--- config.mk ---
export PLATFORM = sky130hd
export DESIGN_NAME = seg_scan_driver
export DESIGN_NICKNAME = d
export VERILOG_FILES = /design/src/rtl/seg_scan_driver.sv
export SDC_FILE = /design/constraint.sdc
export NUM_CORES = 1
export LEC_CHECK = 0
export CAP_MARGIN = 20
export CORE_UTILIZATION = 25
export DETAILED_ROUTE_END_ITERATION = 6
export PLACE_DENSITY_LB_ADDON = 0.08
export SYNTH_ARGS = -nofsm -noshare
export SYNTH_HDL_FRONTEND = slang
export SYNTH_SLANG_ARGS = --single-unit
--- constraint.sdc ---
create_clock -name clock -period 7 [get_ports clock]
set_clock_uncertainty 0.1 [all_clocks]
set_input_delay 1.4 -clock clock [delete_from_list [all_inputs] [get_ports clock]]
set_output_delay 1.4 -clock clock [all_outputs]
set_load 0.01 [all_outputs]
--- src/rtl/seg_scan_driver.sv ---
// seg_scan_driver: multiplexed 7-segment scanner with a double-buffered glyph bank, a blanking
// slot ahead of every digit, per-digit blink, and tear-free shadow->active swap at frame wrap.
module seg_scan_driver #(
    parameter int unsigned DIGITS       = 8,
    parameter int unsigned BIGN         = 50000,
    parameter int unsigned DRIVE_TICKS  = 3,
    parameter int unsigned BLINK_FRAMES = 64,
    localparam int unsigned AW = (DIGITS > 1) ? $clog2(DIGITS) : 1
) (
    input  logic              clock,
    input  logic              rst_n,
    input  logic              wr_en,
    input  logic [AW-1:0]     wr_addr,
    input  logic [4:0]        wr_data,
    input  logic              wr_dp,
    input  logic              wr_blink,
    input  logic              swap_req,
    output logic              swap_busy,
    output logic              swap_done,
    output logic [DIGITS-1:0] an_n,
    output logic [6:0]        seg_n,
    output logic              dp_n
);

    localparam int unsigned DW = (BIGN > 1) ? $clog2(BIGN) : 1;
    localparam int unsigned TW = (DRIVE_TICKS > 1) ? $clog2(DRIVE_TICKS) : 1;
    localparam int unsigned FW = (BLINK_FRAMES > 1) ? $clog2(BLINK_FRAMES) : 1;

    localparam logic [4:0] GLYPH_BLANK = 5'd16;

    localparam logic [0:0] ST_BLANK = 1'b0;
    localparam logic [0:0] ST_DRIVE = 1'b1;

    // Glyph code to active-low {g,f,e,d,c,b,a}.
    function automatic logic [6:0] decode_glyph(input logic [4:0] code);
        logic [6:0] segs;
        case (code)
            5'd0:    segs = 7'h40;
            5'd1:    segs = 7'h79;
            5'd2:    segs = 7'h24;
            5'd3:    segs = 7'h30;
            5'd4:    segs = 7'h19;
            5'd5:    segs = 7'h12;
            5'd6:    segs = 7'h02;
            5'd7:    segs = 7'h78;
            5'd8:    segs = 7'h00;
            5'd9:    segs = 7'h10;
            5'd10:   segs = 7'h08;
            5'd11:   segs = 7'h03;
            5'd12:   segs = 7'h46;
            5'd13:   segs = 7'h21;
            5'd14:   segs = 7'h06;
            5'd15:   segs = 7'h0E;
            5'd17:   segs = 7'h3F;
            5'd18:   segs = 7'h0C;
            5'd19:   segs = 7'h2F;
            5'd20:   segs = 7'h23;
            5'd21:   segs = 7'h09;
            default: segs = 7'h7F;
        endcase
        return segs;
    endfunction

    // Glyph banks
    logic [4:0]        sh_glyph [DIGITS];
    logic [DIGITS-1:0] sh_dp;
    logic [DIGITS-1:0] sh_blink;
    logic [4:0]        ac_glyph [DIGITS];
    logic [DIGITS-1:0] ac_dp;
    logic [DIGITS-1:0] ac_blink;

    // Scan control
    logic [DW-1:0]     div_q, div_d;
    logic [0:0]        state_q, state_d;
    logic [TW-1:0]     tcnt_q, tcnt_d;
    logic [AW-1:0]     digit_q, digit_d;
    logic [FW-1:0]     fcnt_q, fcnt_d;
    logic              phase_q, phase_d;
    logic              busy_q, busy_d;
    logic              done_q, done_d;
    logic [DIGITS-1:0] an_q, an_d;
    logic [6:0]        seg_q, seg_d;
    logic              dp_q, dp_d;

    logic tick;
    logic frame_wrap;
    logic do_copy;
    logic wr_ok;
    logic hidden;

    assign tick    = (div_q == DW'(BIGN - 1));
    assign wr_ok   = wr_en && (32'(wr_addr) < DIGITS);
    assign do_copy = frame_wrap && busy_q;

    always_comb begin
        div_d = tick ? '0 : div_q + 1'b1;
    end

    // Blank slot of one tick, then DRIVE_TICKS ticks of drive, per digit.
    always_comb begin
        state_d    = state_q;
        tcnt_d     = tcnt_q;
        digit_d    = digit_q;
        frame_wrap = 1'b0;
        if (tick) begin
            case (state_q)
                ST_BLANK: begin
                    state_d = ST_DRIVE;
                    tcnt_d  = '0;
                end
                default: begin
                    if (tcnt_q == TW'(DRIVE_TICKS - 1)) begin
                        state_d = ST_BLANK;
                        tcnt_d  = '0;
                        if (digit_q == AW'(DIGITS - 1)) begin
                            digit_d    = '0;
                            frame_wrap = 1'b1;
                        end else begin
                            digit_d = digit_q + 1'b1;
                        end
                    end else begin
                        tcnt_d = tcnt_q + 1'b1;
                    end
                end
            endcase
        end
    end

    always_comb begin
        fcnt_d  = fcnt_q;
        phase_d = phase_q;
        if (frame_wrap) begin
            if (fcnt_q == FW'(BLINK_FRAMES - 1)) begin
                fcnt_d  = '0;
                phase_d = ~phase_q;
            end else begin
                fcnt_d = fcnt_q + 1'b1;
            end
        end
    end

    // A request in the copy cycle itself re-arms for the following frame.
    always_comb begin
        busy_d = swap_req || (busy_q && !do_copy);
        done_d = do_copy;
    end

    // Output stage works off the current state; the result is registered.
    always_comb begin
        an_d   = '1;
        seg_d  = 7'h7F;
        dp_d   = 1'b1;
        hidden = ac_blink[digit_q] && phase_q;
        if (state_q == ST_DRIVE) begin
            an_d[digit_q] = 1'b0;
            if (!hidden) begin
                seg_d = decode_glyph(ac_glyph[digit_q]);
                dp_d  = ~ac_dp[digit_q];
            end
        end
    end

    always_ff @(posedge clock) begin
        if (!rst_n) begin
            for (int i = 0; i < int'(DIGITS); i++) begin
                sh_glyph[i] <= GLYPH_BLANK;
            end
            sh_dp    <= '0;
            sh_blink <= '0;
        end else if (wr_ok) begin
            sh_glyph[wr_addr] <= wr_data;
            sh_dp[wr_addr]    <= wr_dp;
            sh_blink[wr_addr] <= wr_blink;
        end
    end

    // Active bank only ever receives the pre-edge shadow contents.
    always_ff @(posedge clock) begin
        if (!rst_n) begin
            for (int i = 0; i < int'(DIGITS); i++) begin
                ac_glyph[i] <= GLYPH_BLANK;
            end
            ac_dp    <= '0;
            ac_blink <= '0;
        end else if (do_copy) begin
            ac_glyph <= sh_glyph;
            ac_dp    <= sh_dp;
            ac_blink <= sh_blink;
        end
    end

    always_ff @(posedge clock) begin
        if (!rst_n) begin
            div_q   <= '0;
            state_q <= ST_BLANK;
            tcnt_q  <= '0;
            digit_q <= '0;
            fcnt_q  <= '0;
            phase_q <= 1'b0;
            busy_q  <= 1'b0;
            done_q  <= 1'b0;
            an_q    <= '1;
            seg_q   <= 7'h7F;
            dp_q    <= 1'b1;
        end else begin
            div_q   <= div_d;
            state_q <= state_d;
            tcnt_q  <= tcnt_d;
            digit_q <= digit_d;
            fcnt_q  <= fcnt_d;
            phase_q <= phase_d;
            busy_q  <= busy_d;
            done_q  <= done_d;
            an_q    <= an_d;
            seg_q   <= seg_d;
            dp_q    <= dp_d;
        end
    end

    assign swap_busy = busy_q;
    assign swap_done = done_q;
    assign an_n      = an_q;
    assign seg_n     = seg_q;
    assign dp_n      = dp_q;

endmodule
==> flow_summary.yaml, run 1 <==
sta:
  timing.final.crit_share: 0.522
  max_freq_mhz: 274
  slew_violations: 0
  worst_slack_ns: 3.35
  fin_crit_ns: 3.65
  finalHoldViolations: 0
  hold_ws_ns: 0.347
  rsz0062_at_grt: "no"
  max_slew_margin: 0.343
  setup_violations: 0
  tightest_slew_ns: 0.982
  final.setup.tns_ns: 0
detailed_routing:
  ant_nets: 0
  wl_per_cell_microns: 15.7
  route.detailed.drc: 0
  initialDrtViolationCount: 318
  viasPerCell: 4.58
  first_pass_iters: 4
  wl_microns: 17400
  dr_total_vias: 5089
clock_network:
  cts_tree: "done"
  root_buffer: "clkbuf_16"
  clk_path_buf_depth: 2
  cts.clk_slew.worst_paths_ns: 0.07
  cts_hold_buf: 0
  cts.repair.resized: 0
  cts_max_level: 4
  cts_setup_buffers: 0
  cts.sinks: 159
  clk_latency_ns: 0.42
  numCtsBuffers: 17
cells_and_area:
  area_growth_pct: 17.3
  multi_input_area_sq_mm: 0.00315
  fin_nets: 791
  regArea_sq_mm: 0.00318
  fillerInstances: 2781
  diodes: 0
  drive_gt1_frac: 0.0965
setup_path:
  r2r-start: "digit_q[0]$_SDFFE_PN0P_"
  path_max_fanout: 12
  startpoint: "digit_q[0]$_SDFFE_PN0P_"
  ff2ff_path_depth: 8
  crit_required_ns: 7.20
  reg2reg_to: "seg_n[6]$_SDFF_PP1_"
  path_class: "flip-flop to flip-flop"
  critPathCaptureType: "flip-flop"
  r2r_setup_slack_ns: 3.35
  critPathArrivalTime_ns: 3.86
  cp-start-kind: "flip-flop"
  crit_end: "seg_n[6]$_SDFF_PP1_"
global_route:
  grt_max_degree: 66
  grt-ovfl-total: 0
  antenna_found_initial: 0
  grt_pass1_wl_microns: 28300
  grtUsageTotal: 0.139
  grt_pass1_vias: 5078
synthesis:
  ys_warn_count: 0
  synth.cell_area_sq_mm: 0.00659
  synth-seq-cells: 159
  yosys.area_share.adder: 0.0228
  synth-async-reset-ratio: 0
  synth_edf_count: 0
  synth_top_area_frac: 0.483
  synth_simple_gate_area_frac: 0.237
  muxShareOfSynthArea: 0.107
  synthDistinctLibCells: 52
  synth_top_family_by_area: "simple AND/OR/NAND/NOR gates"
  synth_area_per_cell_sq_um: 8.71
  synth_most_common_cell: "nand2_1"
  synth_area_leaders: "dfxtp_1, nand2_1, a21oi_1"
  syn_inst: 757
  synth_compound_area_frac: 0.0932
  syn-num-nets: 783
  synthFlopType: "dfxtp_1"
  synth_top_area_cell: "dfxtp_1"
  synth_common_cells: "nand2_1, dfxtp_1, a21oi_1, nor2_1, mux2i_1"
  yosys.area_share.xor_xnor: 0.0173
  synth-seq-area-share: 0.483
floorplanning:
  die_h_microns: 164
  ios: 32
  dieArea_sq_mm: 0.0270
  rows: 59
  die_x_microns: 164
  start_util: 0.254
  coreArea_sq_mm: 0.0260
power:
  p_leak_nw: 2.63
  p_per_area_mw_per_mm2: 241
  ir_drop_mv: 0.127
worst_hold_path:
  hold_path_class: "flip-flop to flip-flop"
run_status:
  status: "complete, no violations"
run:
  maxCapViolations: 0
placement:
  place_ws_ns: 3.20
  dpl.hpwl_microns: 11200
  io_buffer_count: 31
  gp_congestion: 0.719
[placed cells by master (no fill, tap or decap), types with 2 or more instances in the layout]
cell,synthesis,routed
nor3_1,5,5
nor4_4,2,2
clkdlybuf4s50_1,0,31
and2_1,5,5
o31ai_1,2,2
or2_2,4,4
inv_6,0,4
mux4_2,14,14
mux2_2,2,2
or4_1,2,2
a21oi_1,92,92
or3_1,6,6
ha_1,12,12
o21ai_0,8,8
xnor2_1,2,2
nor2b_1,2,2
inv_1,7,6
dfxtp_1,159,159
nand3_2,1,2
clkinv_2,0,2
xor2_1,11,11
clkinv_4,0,2
clkinvlp_4,0,5
nand2b_1,6,6
clkbuf_16,0,17
a311o_1,2,2
nand4_1,8,8
mux2i_1,33,33
buf_4,6,10
nand3_1,29,28
nand2_1,217,217
nor2_1,48,48
and3_1,5,4
[kinds of logic (layout without fill, tap and decap cells)]
| kind of cell | count (synthesis) | after routing |
|---|---|---|
| buffers and inverters | 60 | 80 |
| flip-flops | 159 | 159 |
| AO/OA/AOI/OAI | 113 | 113 |
| multiplexers | 51 | 51 |
| XOR/XNOR | 13 | 13 |
| adder cells (fa/ha/maj) | 12 | 12 |
| AND/OR/NAND/NOR | 349 | 349 |
[metrics by stage]
step	power (mW)	util	cells	cell area, sq um
4_1_cts	1.90	0.298	1112	7730
3_3_place_gp	0.996	0.276	1080	7160
3_5_place_dp	0.997	0.276	1081	7170
5_1_grt	1.95	0.298	1112	7730
6_report	1.87	0.298	1112	7730
2_1_floorplan	0.973	-	757	6590
[power breakdown]
part / switching (mW) / total (mW) / leakage [nW] / internal, mW
Clock: 0.397 / 0.891 / 0.261 / 0.494
Combinational: 0.0385 / 0.0569 / 1.09 / 0.0184
Sequential: 0.00536 / 0.919 / 1.28 / 0.914
[worst max-delay path, stage by stage, from the launching register on]
cell and delay, ns:
dfxtp_1 0.75, buf_4 0.39, mux4_2 0.60, mux2i_1 0.56
inv_1 0.22, ha_1 0.31, o21ai_0 0.17, a32oi_1 0.08
a311o_1 0.35
[layout make-up]
class / instances / share of cell area
multi-input combinational: 538 / 0.408
tap: 335 / 0.0542
clock inverter: 14 / 0.0176
inverter: 8 / 0.00404
sequential: 159 / 0.412
timing repair buffer: 41 / 0.0498
clock buffer: 17 / 0.0550
[state kept, by name, summed over array words and instances (netlist names), 3 cells and up]
| name | count |
|---|---|
| ac_dp | 8 |
| div_q | 16 |
| sh_blink | 8 |
| sh_dp | 8 |
| seg_n | 7 |
| sh_glyph | 40 |
| an_n | 8 |
| ac_blink | 8 |
| digit_q | 3 |
| ac_glyph | 40 |
| fcnt_q | 6 |
[worst min-delay path by stage]
stage                     slack [ns]  cells after the start                  endpoint                      from
after global placement          0.33                      1       div_q[0]$_SDFF_PP0_       div_q[0]$_SDFF_PP0_
after detailed placement        0.34                      2  ac_glyph[1]$_SDFFE_PN0P_  ac_glyph[1]$_SDFFE_PN0P_
after floorplan                 0.31                      1       div_q[0]$_SDFF_PP0_       div_q[0]$_SDFF_PP0_
after global routing            0.36                      2     ac_dp[4]$_SDFFE_PN0P_     ac_dp[4]$_SDFFE_PN0P_
final                           0.35                      2  ac_glyph[1]$_SDFFE_PN0P_  ac_glyph[1]$_SDFFE_PN0P_
after CTS                       0.35                      2  ac_glyph[1]$_SDFFE_PN0P_  ac_glyph[1]$_SDFFE_PN0P_
[per-layer routing]
| layer | GRT usage | share of wire |
|---|---|---|
| met1 | 0.186 | 0.49 |
| met2 | 0.224 | 0.47 |
| met3 | 0.0344 | 0.038 |
| met4 | 0.0367 | 0.0075 |
| met5 | 0 | 0 |
No activity file was read; power rests on OpenSTA's default activity.
==> inputs of run 2 (changes only) <==
Clock period 7 ns to 3.7 ns, I/O delays scaled along.
==> run 2 against run 1 <==
Against the previous run: power rose by 110%; flip-flop and latch count stayed put; register-to-register slack got worse by 2.5 ns; final area grew 2.5%; cell count up 0.63%; combinational power grew 95%; clock-buffer cell count rose by 2; sequential share of layout area shrank 1.0 points; first-iteration DRC count rose by 2.8%; non-clock buffer count increased by 6; critical path type unchanged; largest power group is now clock.
==> flow_summary.yaml, run 2 (synthesis gave the netlist of run 1 again) <==
run_status:
  status: "complete, no violations"
power:
  p_per_area_mw_per_mm2: 489
  p_comb_frac: 0.029
  power.switching_mw: 0.823
  ir_drop_mv: 0.287
  p_leak_nw: 2.74
  p_sw_frac: 0.212
  seqPwrFrac: 0.448
  internal-power_mw: 3.05
  clkPwrFrac: 0.523
global_route:
  grt_max_degree: 103
  antenna_found_initial: 0
  grt-ovfl-total: 0
  grt_pass1_vias: 4846
  grt_pass1_wl_microns: 27800
  grtUsageTotal: 0.138
setup_path:
  r2r_setup_slack_ns: 0.89
  r2r-start: "digit_q[0]$_SDFFE_PN0P_"
  critPathCaptureType: "flip-flop"
  crit_required_ns: 3.90
  cp-start-kind: "flip-flop"
  critPathArrivalTime_ns: 3.01
  reg2reg_to: "seg_n[4]$_SDFF_PP1_"
  path_class: "flip-flop to flip-flop"
  path_max_fanout: 17
  ff2ff_path_depth: 8
floorplanning:
  rows: 59
  die_x_microns: 164
  start_util: 0.254
  dieArea_sq_mm: 0.0270
  ios: 32
  die_h_microns: 164
  coreArea_sq_mm: 0.0260
worst_hold_path:
  holdPathEnd: "ac_dp[7]$_SDFFE_PN0P_"
  hold_start: "ac_dp[7]$_SDFFE_PN0P_"
  hold_depth: 2
  hold_path_class: "flip-flop to flip-flop"
detailed_routing:
  first_pass_iters: 5
  route.detailed.drc: 0
  viasPerCell: 4.58
  wl_per_cell_microns: 15.6
  dr_total_vias: 5125
  wl_microns: 17500
  ant_nets: 0
  initialDrtViolationCount: 327
placement:
  placed_cells: 1087
  io_buffer_count: 31
  dpl.hpwl_microns: 11200
  gp_congestion: 0.713
cells_and_area:
  layout_common_cells: "nand2_1, dfxtp_1, a21oi_1, nor2_1, mux2i_1"
  fin_nets: 797
  drive_gt1_frac: 0.103
  diodes: 0
  final_common_cell: "nand2_1"
  fin_cells: 1119
  area_growth_pct: 20.3
  top_regs: "ac_glyph: 40 flops, sh_glyph: 40 flops, div_q: 16 flops"
sta:
  timing.final.crit_share: 0.760
  final.setup.tns_ns: 0
  max_freq_mhz: 356
  max_slew_margin: 0.383
  slew_violations: 0
  setup_violations: 0
  fin_crit_ns: 2.81
  finalHoldViolations: 0
  rsz0062_at_grt: "no"
  tightest_slew_ns: 0.922
clock_network:
  cts_tree: "done"
  numCtsBuffers: 17
  cts.sinks: 159
  cts.repair.resized: 0
  cts.clk_slew.worst_paths_ns: 0.06
  root_buffer: "clkbuf_16"
  cts_setup_buffers: 0
  cts_hold_buf: 0
  cts_max_level: 4
  clk_path_buf_depth: 2
  clk_latency_ns: 0.44
run:
  maxCapViolations: 0
run 2: stage by stage:
stage          setup slack (ns)   util  power (mW)  hold WS, ns  area [sq um]
2_1_floorplan             0.853      -        1.84        0.313          6590
3_3_place_gp              0.944  0.279        1.89        0.324          7250
3_5_place_dp              0.860  0.279        1.89        0.340          7250
4_1_cts                   0.860  0.305        3.93        0.349          7930
5_1_grt                   0.711  0.305        4.01        0.373          7930
6_report                  0.889  0.305        3.88        0.348          7930
run 2: per-layer routing:
layer  vias to the layer above  part of all wire  GRT usage  routed length (microns)
li1                       2594                 -          -                        -
met1                      2445              0.51      0.195                     8880
met2                        74              0.45      0.209                     7900
met3                        12             0.029     0.0256                      506
met4                         0            0.0099     0.0480                      172
met5                         -                 0          0                        0
run 2: worst max-delay path by stage:
stage	start	cells after the start	slack [ns]	to
4_1_cts	digit_q[1]$_SDFFE_PN0P_	8	0.86	seg_n[6]$_SDFF_PP1_
3_3_place_gp	digit_q[0]$_SDFFE_PN0P_	8	0.94	seg_n[4]$_SDFF_PP1_
5_1_grt	digit_q[0]$_SDFFE_PN0P_	8	0.71	seg_n[4]$_SDFF_PP1_
2_1_floorplan	digit_q[1]$_SDFFE_PN0P_	9	0.85	seg_n[6]$_SDFF_PP1_
6_report	digit_q[0]$_SDFFE_PN0P_	8	0.89	seg_n[4]$_SDFF_PP1_
3_5_place_dp	digit_q[1]$_SDFFE_PN0P_	8	0.86	seg_n[6]$_SDFF_PP1_
run 2: power groups by stage:
| stage | clock network, mW | logic (mW) | registers [mW] |
|---|---|---|---|
| floorplan | 0 | 0.0656 | 1.77 |
| global placement | 0 | 0.111 | 1.78 |
| detailed placement | 0 | 0.114 | 1.78 |
| CTS | 2.08 | 0.113 | 1.74 |
| global route | 2.15 | 0.123 | 1.74 |
| finish | 2.03 | 0.111 | 1.74 |
run 2: area by class of cell:
class / instances / area (sq um)
Sequential cell: 159 / 3180
Inverter: 8 / 31.3
Tap cell: 335 / 419
Clock buffer: 19 / 443
Clock inverter: 13 / 233
Timing Repair Buffer: 47 / 468
Multi-Input combinational cell: 538 / 3150
Fill cell: 2732 / 18100
run 2: critical path: stages, from the launching register on:
cell and delay (ns):
dfxtp_1 0.43, buf_12 0.22, mux4_2 0.54, mux2i_4 0.39
inv_2 0.16, ha_1 0.32, nor2b_1 0.11, o22ai_1 0.08
or3_1 0.34
